[src/rtl/mfcc_vq_pkg.sv]
// mfcc_vq_pkg: shared widths, frame geometry and FSM encodings for the MFCC-to-VQ FIFO scheduler
package mfcc_vq_pkg;
  localparam int DATA_W = 16;
  localparam int DEPTH_W = 11;
  localparam int FRAME_LEN = 13;
  localparam int FCNT_W = 8;
  typedef enum logic [1:0] {W_IDLE, W_PASS, W_DROP} w_state_t;
  typedef enum logic [1:0] {R_IDLE, R_READ, R_DRAIN} r_state_t;
endpackage

[src/rtl/mfcc_vq_rd_seq.sv]
// mfcc_vq_rd_seq: read FSM that commits one whole frame per request and streams it through a 2-stage vq pipe
module mfcc_vq_rd_seq
  import mfcc_vq_pkg::*;
#(
  parameter int DATA_W = mfcc_vq_pkg::DATA_W,
  parameter int FRAME_LEN = mfcc_vq_pkg::FRAME_LEN
) (
  input  logic              clk,
  input  logic              rst,
  input  logic              frame_ready,
  input  logic              vq_frame_req,
  output logic              commit,
  output logic              fifo_rd_en,
  input  logic [DATA_W-1:0] fifo_rd_data,
  output logic              vq_valid,
  output logic              vq_first,
  output logic              vq_last,
  output logic [DATA_W-1:0] vq_data
);
  localparam int RCNT_W = $clog2(FRAME_LEN);
  r_state_t st;
  logic [RCNT_W-1:0] rcnt;
  logic p_valid, p_first, p_last;
  assign commit = st == R_IDLE && vq_frame_req && frame_ready;
  always_ff @(posedge clk or posedge rst)
    if (rst) begin
      st <= R_IDLE;
      rcnt <= '0;
      fifo_rd_en <= 1'b0;
      p_valid <= 1'b0;
      p_first <= 1'b0;
      p_last <= 1'b0;
      vq_valid <= 1'b0;
      vq_first <= 1'b0;
      vq_last <= 1'b0;
      vq_data <= '0;
    end else begin
      p_valid <= fifo_rd_en;
      p_first <= fifo_rd_en && rcnt == '0;
      p_last <= fifo_rd_en && rcnt == RCNT_W'(FRAME_LEN - 1);
      vq_valid <= p_valid;
      vq_first <= p_first;
      vq_last <= p_last;
      if (p_valid) vq_data <= fifo_rd_data;
      case (st)
        R_IDLE:
          if (commit) begin
            st <= R_READ;
            rcnt <= '0;
            fifo_rd_en <= 1'b1;
          end
        R_READ:
          if (rcnt == RCNT_W'(FRAME_LEN - 1)) begin
            st <= R_DRAIN;
            rcnt <= '0;
            fifo_rd_en <= 1'b0;
          end else rcnt <= rcnt + RCNT_W'(1);
        R_DRAIN:
          if (rcnt == RCNT_W'(1)) begin
            st <= R_IDLE;
            rcnt <= '0;
          end else rcnt <= rcnt + RCNT_W'(1);
        default: st <= R_IDLE;
      endcase
    end
endmodule

[src/rtl/mfcc_vq_fifo_ctrl.sv]
// mfcc_vq_fifo_ctrl: admits or drops whole MFCC frames into the FIFO and hands committed frames to the VQ engine
module mfcc_vq_fifo_ctrl
  import mfcc_vq_pkg::*;
#(
  parameter int DATA_W = mfcc_vq_pkg::DATA_W,
  parameter int DEPTH_W = mfcc_vq_pkg::DEPTH_W,
  parameter int FRAME_LEN = mfcc_vq_pkg::FRAME_LEN,
  parameter int FCNT_W = mfcc_vq_pkg::FCNT_W
) (
  input  logic              clk,
  input  logic              rst,
  input  logic              mfcc_valid,
  input  logic [DATA_W-1:0] mfcc_data,
  input  logic              mfcc_last,
  output logic              mfcc_ready,
  output logic              fifo_wr_en,
  output logic [DATA_W-1:0] fifo_wr_data,
  input  logic              fifo_wr_full,
  output logic              fifo_rd_en,
  input  logic [DATA_W-1:0] fifo_rd_data,
  input  logic              fifo_rd_empty,
  input  logic              vq_frame_req,
  output logic              vq_valid,
  output logic [DATA_W-1:0] vq_data,
  output logic              vq_first,
  output logic              vq_last,
  output logic [FCNT_W-1:0] frames_avail,
  output logic              frame_drop,
  output logic              err_frame,
  output logic              err_fifo
);
  localparam int WCNT_W = $clog2(FRAME_LEN);
  localparam logic [DEPTH_W:0] OCC_MAX = (DEPTH_W + 1)'(2 ** DEPTH_W - FRAME_LEN);
  w_state_t wst;
  logic [WCNT_W-1:0] wcnt;
  logic [DEPTH_W:0] occ;
  logic take, word_last, pass, wr_last, commit;
  assign take = mfcc_valid && mfcc_ready;
  assign word_last = wcnt == WCNT_W'(FRAME_LEN - 1);
  assign pass = wst == W_PASS || (wst == W_IDLE && occ <= OCC_MAX);
  always_ff @(posedge clk or posedge rst)
    if (rst) begin
      mfcc_ready <= 1'b0;
      wst <= W_IDLE;
      wcnt <= '0;
      occ <= '0;
      fifo_wr_en <= 1'b0;
      fifo_wr_data <= '0;
      wr_last <= 1'b0;
      frame_drop <= 1'b0;
      frames_avail <= '0;
      err_frame <= 1'b0;
      err_fifo <= 1'b0;
    end else begin
      mfcc_ready <= 1'b1;
      fifo_wr_en <= take && pass;
      wr_last <= take && pass && word_last;
      frame_drop <= take && !pass && word_last;
      if (take && pass) fifo_wr_data <= mfcc_data;
      if (take) begin
        wcnt <= word_last ? '0 : wcnt + WCNT_W'(1);
        wst <= word_last ? W_IDLE : pass ? W_PASS : W_DROP;
        err_frame <= err_frame || (mfcc_last != word_last);
      end
      occ <= occ + (DEPTH_W + 1)'(fifo_wr_en) - (DEPTH_W + 1)'(fifo_rd_en);
      frames_avail <= frames_avail + FCNT_W'(wr_last) - FCNT_W'(commit);
      err_fifo <= err_fifo || (fifo_wr_en && fifo_wr_full) || (fifo_rd_en && fifo_rd_empty);
    end
  mfcc_vq_rd_seq #(.DATA_W(DATA_W), .FRAME_LEN(FRAME_LEN)) u_rd (
    .clk(clk),
    .rst(rst),
    .frame_ready(frames_avail != '0),
    .vq_frame_req(vq_frame_req),
    .commit(commit),
    .fifo_rd_en(fifo_rd_en),
    .fifo_rd_data(fifo_rd_data),
    .vq_valid(vq_valid),
    .vq_first(vq_first),
    .vq_last(vq_last),
    .vq_data(vq_data)
  );
endmodule

[config.mk]
export PLATFORM = sky130hd
export DESIGN_NAME = mfcc_vq_fifo_ctrl
export DESIGN_NICKNAME = d
export VERILOG_FILES = /design/src/rtl/mfcc_vq_pkg.sv /design/src/rtl/mfcc_vq_rd_seq.sv /design/src/rtl/mfcc_vq_fifo_ctrl.sv
export SDC_FILE = /design/constraint.sdc
export NUM_CORES = 1
export LEC_CHECK = 0
export ABC_CLOCK_PERIOD_IN_PS = 4400
export BUFFER_PORTS_ARGS = -buffer_cell sky130_fd_sc_hd__buf_2
export CORE_ASPECT_RATIO = 1.1
export CORE_MARGIN = 8
export CORE_UTILIZATION = 58
export DETAILED_ROUTE_END_ITERATION = 7
export PLACE_DENSITY = 0.95
export SYNTH_ARGS = -nofsm -noshare
export SYNTH_HDL_FRONTEND = slang
export SYNTH_SLANG_ARGS = --single-unit
[constraint.sdc]
create_clock -name clk -period 4.4 [get_ports clk]
set_clock_uncertainty 0.2 [all_clocks]
set_input_delay 0.22 -clock clk [delete_from_list [all_inputs] [get_ports clk]]
set_output_delay 0.22 -clock clk [all_outputs]
set_load 0.05 [all_outputs]
Yosys cells after proc, flatten, opt, wreduce, memory -nomap -nowiden
Cells that the tools add are included.
{"block": "totals", "ff_bits": 77, "latch_bits": 0, "ram_bits": 0, "romBits": 0, "input_bits": 39, "output_inout_bits": 49, "word_cells": 78, "memories": 0}
{"block": "op_classes", "n_addsub": 6, "n_mul": 0, "n_div": 0, "magnitude_cmp": 1, "n_eq_ne": 10, "shift": 0, "muxes": 14, "n_bitwise": 0, "reduce_logical": 26}
{"op": "two-way mux 4 bit", "n": 4}
{"op": "adder 12 x 1 -> 12 bit", "n": 1}
{"op": "less-or-equal comparator 12 x 11 -> 1 bit (second input constant)", "n": 1}
{"op": "logical AND 1 bit", "n": 12}
{"op": "case mux 4 bit (3 select lines)", "n": 1}
{"op": "subtractor 12 x 1 -> 12 bit", "n": 1}
{"op": "two-way mux 2 bit", "n": 5}
{"op": "adder 4 x 1 -> 4 bit (second input constant)", "n": 2}
{"op": "adder 8 x 1 -> 8 bit", "n": 1}
{"op": "equality test 4 bit (second input constant)", "n": 2}
{"op": "nonzero test 8 bit", "n": 1}
{"op": "subtractor 8 x 1 -> 8 bit", "n": 1}
{"op": "case mux 2 bit (3 select lines)", "n": 1}
{"op": "AND reduction 3 bit", "n": 2}
{"op": "equality test 2 x 1 -> 1 bit (second input constant)", "n": 2}
{"op": "equality test 4 x 1 -> 1 bit (second input constant)", "n": 1}
{"op": "zero test 2 bit", "n": 2}
{"op": "zero test 4 bit", "n": 1}
{"op": "logical OR 1 bit", "n": 4}
{"op": "inequality test 2 x 1 -> 1 bit (second input constant)", "n": 2}
{"op": "nonzero test 3 bit", "n": 1}
{"op": "equality test 2 bit (second input constant)", "n": 1}
{"op": "two-way mux 1 bit", "n": 2}
{"op": "inequality test 2 bit (second input constant)", "n": 1}
{"op": "5 further kinds", "n": 5}

Logic depth before layout (Yosys ltp)
{"block": "logic_depth", "word_depth": 6, "ltp_mapped": 15, "mapped_depth_nobuf": 15}

Cells and area by module
Synthesis repeated with hierarchy kept, for this count alone.
{"block": "unflattened", "cells_unflattened": 326, "area_unflattened_um2": 3882.5}
{"mod": "mfcc_vq_fifo_ctrl", "instances": 1, "cells_per_inst": 233, "area_per_inst_um2": 2622.5, "seq_area_each_um2": 1201.2}
{"mod": "mfcc_vq_rd_seq", "instances": 1, "cells_per_inst": 93, "area_per_inst_um2": 1260.0, "seq_area_each_um2": 725.7}

Worst setup path after synthesis
Ideal clock, no wire load.
{"block": "synth_timing", "path_type": "register -> register", "startpoint": "reg frames_avail[2]", "endpoint": "reg frames_avail[6]", "setup_ps": 125, "arrival_ps": 2719, "t_required_ps": 4075, "path_slack_ps": 1356, "path_stages_with_launch": 16, "path_buffers": 0, "synth_period_minus_slack_ps": 3044, "path_cell_list": "dfrtp_1 -> inv_1 -> ha_1 -> nand4b_1 -> o21a_1 -> and2_1 -> ha_1 -> inv_1 -> ha_1 -> inv_1 -> fa_1 -> inv_1 -> a21oi_1 -> o21bai_1 -> a2111o_1 -> nand3_1"}
{"block": "synth_between", "elab_chain_cells": 3, "word_cells_on_any_way": 4, "cone_classes": "add/sub (2); reduce/logical (2)"}
{"element": "start, declared", "line_no": "mfcc_vq_fifo_ctrl.sv:27", "source": "output logic [FCNT_W-1:0] frames_avail,"}
{"element": "start signal, assigned", "line_no": "mfcc_vq_fifo_ctrl.sv:66", "source": "frames_avail <= frames_avail + FCNT_W'(wr_last) - FCNT_W'(commit);"}
{"element": "parallel branches: the longest is 2 deep, another holds adder 8 x 1 -> 8 bit"}
{"element": "subtractor 8 x 1 -> 8 bit (*)", "line_no": "mfcc_vq_fifo_ctrl.sv:66"}
Mark *: on every way between the ends.
A chain may end at the register's enable or synchronous reset.

Worst setup path in the final report
{"block": "layout_timing", "startpoint": "reg frames_avail[3]", "endpoint": "reg frames_avail[6]"}
Same word-level chain as after synthesis.

==> impl_metrics.toml <==
[routing]
ant_nets = 0
wl_mm = 9.05
drt_iter0_markers = 91
vias = 2900
wire_per_inst_um = 16.6
drt-pass1-iter-count = 4
post-route-drc-count = 0
via_per_inst = 5.31

[final_layout]
area_growth_syn_to_layout_pct = 27.7
num-nets-final = 537
insertedDiodeCount = 0
drive_above_1_share_pct = 31.0
multi_input_area_um2 = 1750
fillerInstances = 409
final_cells = 546
seq_area_um2 = 1930

[pwr]
vdd_drop_max_mv = 0.587
power_density_nw_per_um2 = 776
p_int_w = 0.00203
swShare_pct = 47.1
clock_power_share_pct = 13.5
power_frac_comb_pct = 57.5
p_sw_w = 0.00180
p_leak_nw = 2.50
p_seq_share_pct = 29.1

[setup_path]
required_ns = 4.45
r2r_slack_ns = 1.35
worstSetupEndpointType = "flip-flop"
crit_path_start_kind = "flip-flop"
r2r_cells = 15
cpMostUsedCell = "inv_1"
timing.rr.end = "frames_avail[6]$_DFF_PP0_"
cpPeakStageDelay_ns = 0.41
worstSetupPathType = "flip-flop to flip-flop"
cp-endpoint = "frames_avail[6]$_DFF_PP0_"
critPathSlowestCell = "dfrtp_1"
critPathBufInv = 4
cp_cell_sequence = "inv_1 > ha_1 > nand4b_1 > o21a_1 > and2_1 > ha_1 > inv_1 > ha_1 > inv_1 > fa_1 > inv_1 > a21oi_1 > o21bai_1 > a2111o_1 > nand3_1"
r2r-start = "frames_avail[3]$_DFF_PP0_"
worstPathArrival_ns = 3.10
crit_family = "adder cells"
cp.depth = 15
cp-startpoint = "frames_avail[3]$_DFF_PP0_"
crit_fanout = 4

[synthesis]
synth-warning-count = 0
yosys_register_bits = 77
yosysUniqueCellTypes = 46
synth_top_area_share_pct = 49.9
synth_top_cells_by_area = "dfrtp_1 (50%), ha_1 (12%), mux2_2 (7.6%)"
synth_edf_count = 0
syn_inst = 328
synthFlopType = "dfrtp_1"
avgSynthCellArea_um2 = 11.8
ys_seq_area_share_pct = 49.9
async_flop_share_pct = 100
syn_area_um2 = 3860
syn_nets = 406
yosys.area.top_type = "dfrtp_1"

[cts]
cts-root-buf = "clkbuf_8"
htree_num_levels = 3
clock_latency_ns = 0.37
cts_sinks = 77
cts_tree = "done"
cts_buffer_depth = 2
post_cts_buffers = 0
path_clk_slew_ns = 0.09
cts_buffers = 9

[timing]
finalHoldViolations = 0
fin_ws_ns = 1.35
post-route-min-period_ns = 3.05
drv_slew = 0
rsz0062_at_grt = "no"
fin_setup_tns_ns = 0
max_freq_mhz = 328
tightest_slew_ns = 0.992
worst_slew_margin_rel_pct = 33.9
setup_viol = 0
fin_crit_sh_pct = 69.3
hold_ws_ns = 0.156

[global_route]
antenna_found_initial = 0
grt_use_total_pct = 20.0
grt_pass1_wl_mm = 14.6
grt_max_degree = 41
grt_pass1_vias = 3107
overflow = 0

[floorplan]
core_um2 = 6520
num_rows = 31
io_pins = 88
dieWidth_um = 93.8
die_h_um = 102
die_area_um2 = 9530
initial_core_util_pct = 59.3

[placement]
place_congestion = 0.869
dpl.hpwl_mm = 6.08
port-buffer-count = 87
dpl_worst_slack_ns = 1.34
dp_cells = 493

[min_path]
hold_class = "flip-flop to flip-flop"

[status]
status = "finished, final reports clean"

[flow_run]
drv_cap = 0
synthesized netlist by cell type (2+ instances only):
cell type  count
mux2i_1        2
or3_1          2
o311ai_1       2
clkbuf_1       3
and2_1         3
o21ai_0       12
nand2_1       13
ha_1          37
xnor2_1        9
dfrtp_1       77
buf_6          2
mux2_4         9
nand3_1        8
a22o_1         2
a221o_1        2
nor2_1        12
fa_1           2
nor2b_1        3
xor2_1         6
mux2_2        26
o21a_1         3
nor3_1         3
nand4_1        3
nand4b_1       2
and3_1         2
or2_2          2
a21o_1         3
and3b_1        2
inv_1         42
a21oi_1       16
o21bai_1       3
per-stage QoR:
step / area, µm² / utilization, % / total power (W)
final: 4930 / 75.7 / 0.00383
after global routing: 4930 / 75.7 / 0.00413
after CTS: 4930 / 75.7 / 0.00383
after detailed placement: 4380 / 67.2 / 0.00329
after global placement: 4380 / 67.2 / 0.00318
after floorplan: 3860 / - / 0.00283
cell type report:
class / count / area share (%)
Sequential cell: 77 / 39.0
Timing Repair Buffer: 125 / 16.5
Clock buffer: 9 / 2.51
Clock inverter: 7 / 1.29
Tap cell: 82 / 2.08
Multi-Input combinational cell: 204 / 35.4
Inverter: 42 / 3.19
worst min path at each step:
stage                           startpoint                      end  slack [ns]  cells past startpoint
floorplan           u_rd.p_first$_DFF_PP0_  u_rd.vq_first$_DFF_PP0_        0.13                      0
global placement    u_rd.p_first$_DFF_PP0_  u_rd.vq_first$_DFF_PP0_        0.13                      0
detailed placement   u_rd.p_last$_DFF_PP0_   u_rd.vq_last$_DFF_PP0_        0.14                      0
CTS                  u_rd.p_last$_DFF_PP0_   u_rd.vq_last$_DFF_PP0_        0.16                      0
global route         u_rd.p_last$_DFF_PP0_   u_rd.vq_last$_DFF_PP0_        0.18                      0
finish               u_rd.p_last$_DFF_PP0_   u_rd.vq_last$_DFF_PP0_        0.16                      0
cells in the final DEF (no fill, tap or decap), types with 6 or more instances in the layout:
cell type	netlist	final
xnor2_1	9	9
inv_1	42	41
nand3_1	8	8
o21ai_0	12	12
ha_1	37	37
dfrtp_1	77	77
nor2_1	12	12
dlygate4sd3_1	0	37
nand2_1	13	13
mux2_4	9	9
mux2_2	26	26
a21oi_1	16	16
clkbuf_8	0	9
xor2_1	6	6
buf_2	0	87
per-layer routing:
layer  vias to the layer above  wire, µm  track usage [%]
met5                         -         0                0
met4                         0       403             12.6
met3                        24       529             6.08
met2                        79      4830             34.9
met1                      1412      3290             20.5
li1                       1385         -                -
flip-flops by register name, summed over array words and instances, names as in the netlist, 2 cells and up:
register	flops
fifo_wr_data	16
u_rd.vq_data	16
occ	12
frames_avail	8
u_rd.rcnt	4
wcnt	4
u_rd.st	2
wst	2
worst register-to-register path: stages, from the launching register on:
cell,delay [ns]
dfrtp_1,0.41
inv_1,0.09
ha_1,0.16
nand4b_1,0.11
o21a_1,0.23
and2_1,0.17
ha_1,0.27
inv_1,0.06
ha_1,0.15
inv_1,0.05
fa_1,0.40
inv_1,0.07
a21oi_1,0.06
o21bai_1,0.26
a2111o_1,0.19
nand3_1,0.06
logic make-up after synthesis:
family | count (synthesis) | share of synthesized area, %
other cells | 1 | 0.0970
buf+inv | 47 | 4.95
fa+ha+maj | 39 | 13.0
compound gates | 52 | 8.87
mux | 37 | 11.6
flops | 77 | 49.9
xor+xnor | 15 | 3.40
simple gates | 60 | 8.22
timing repair:
action                    4_1_cts  5_1_grt
hold endpoints to repair       73        0
hold buffers                   37        0
gates resized for setup         0        0
power by group through the flow:
stage               Combinational [W]  Sequential [W]  Clock, W
floorplan                     0.00128         0.00155         0
global placement              0.00207         0.00110         0
detailed placement            0.00216         0.00112         0
CTS                           0.00220         0.00111  0.000520
global route                  0.00242         0.00115  0.000560
finish                        0.00220         0.00111  0.000516
Power figures use the tool's default switching activity.
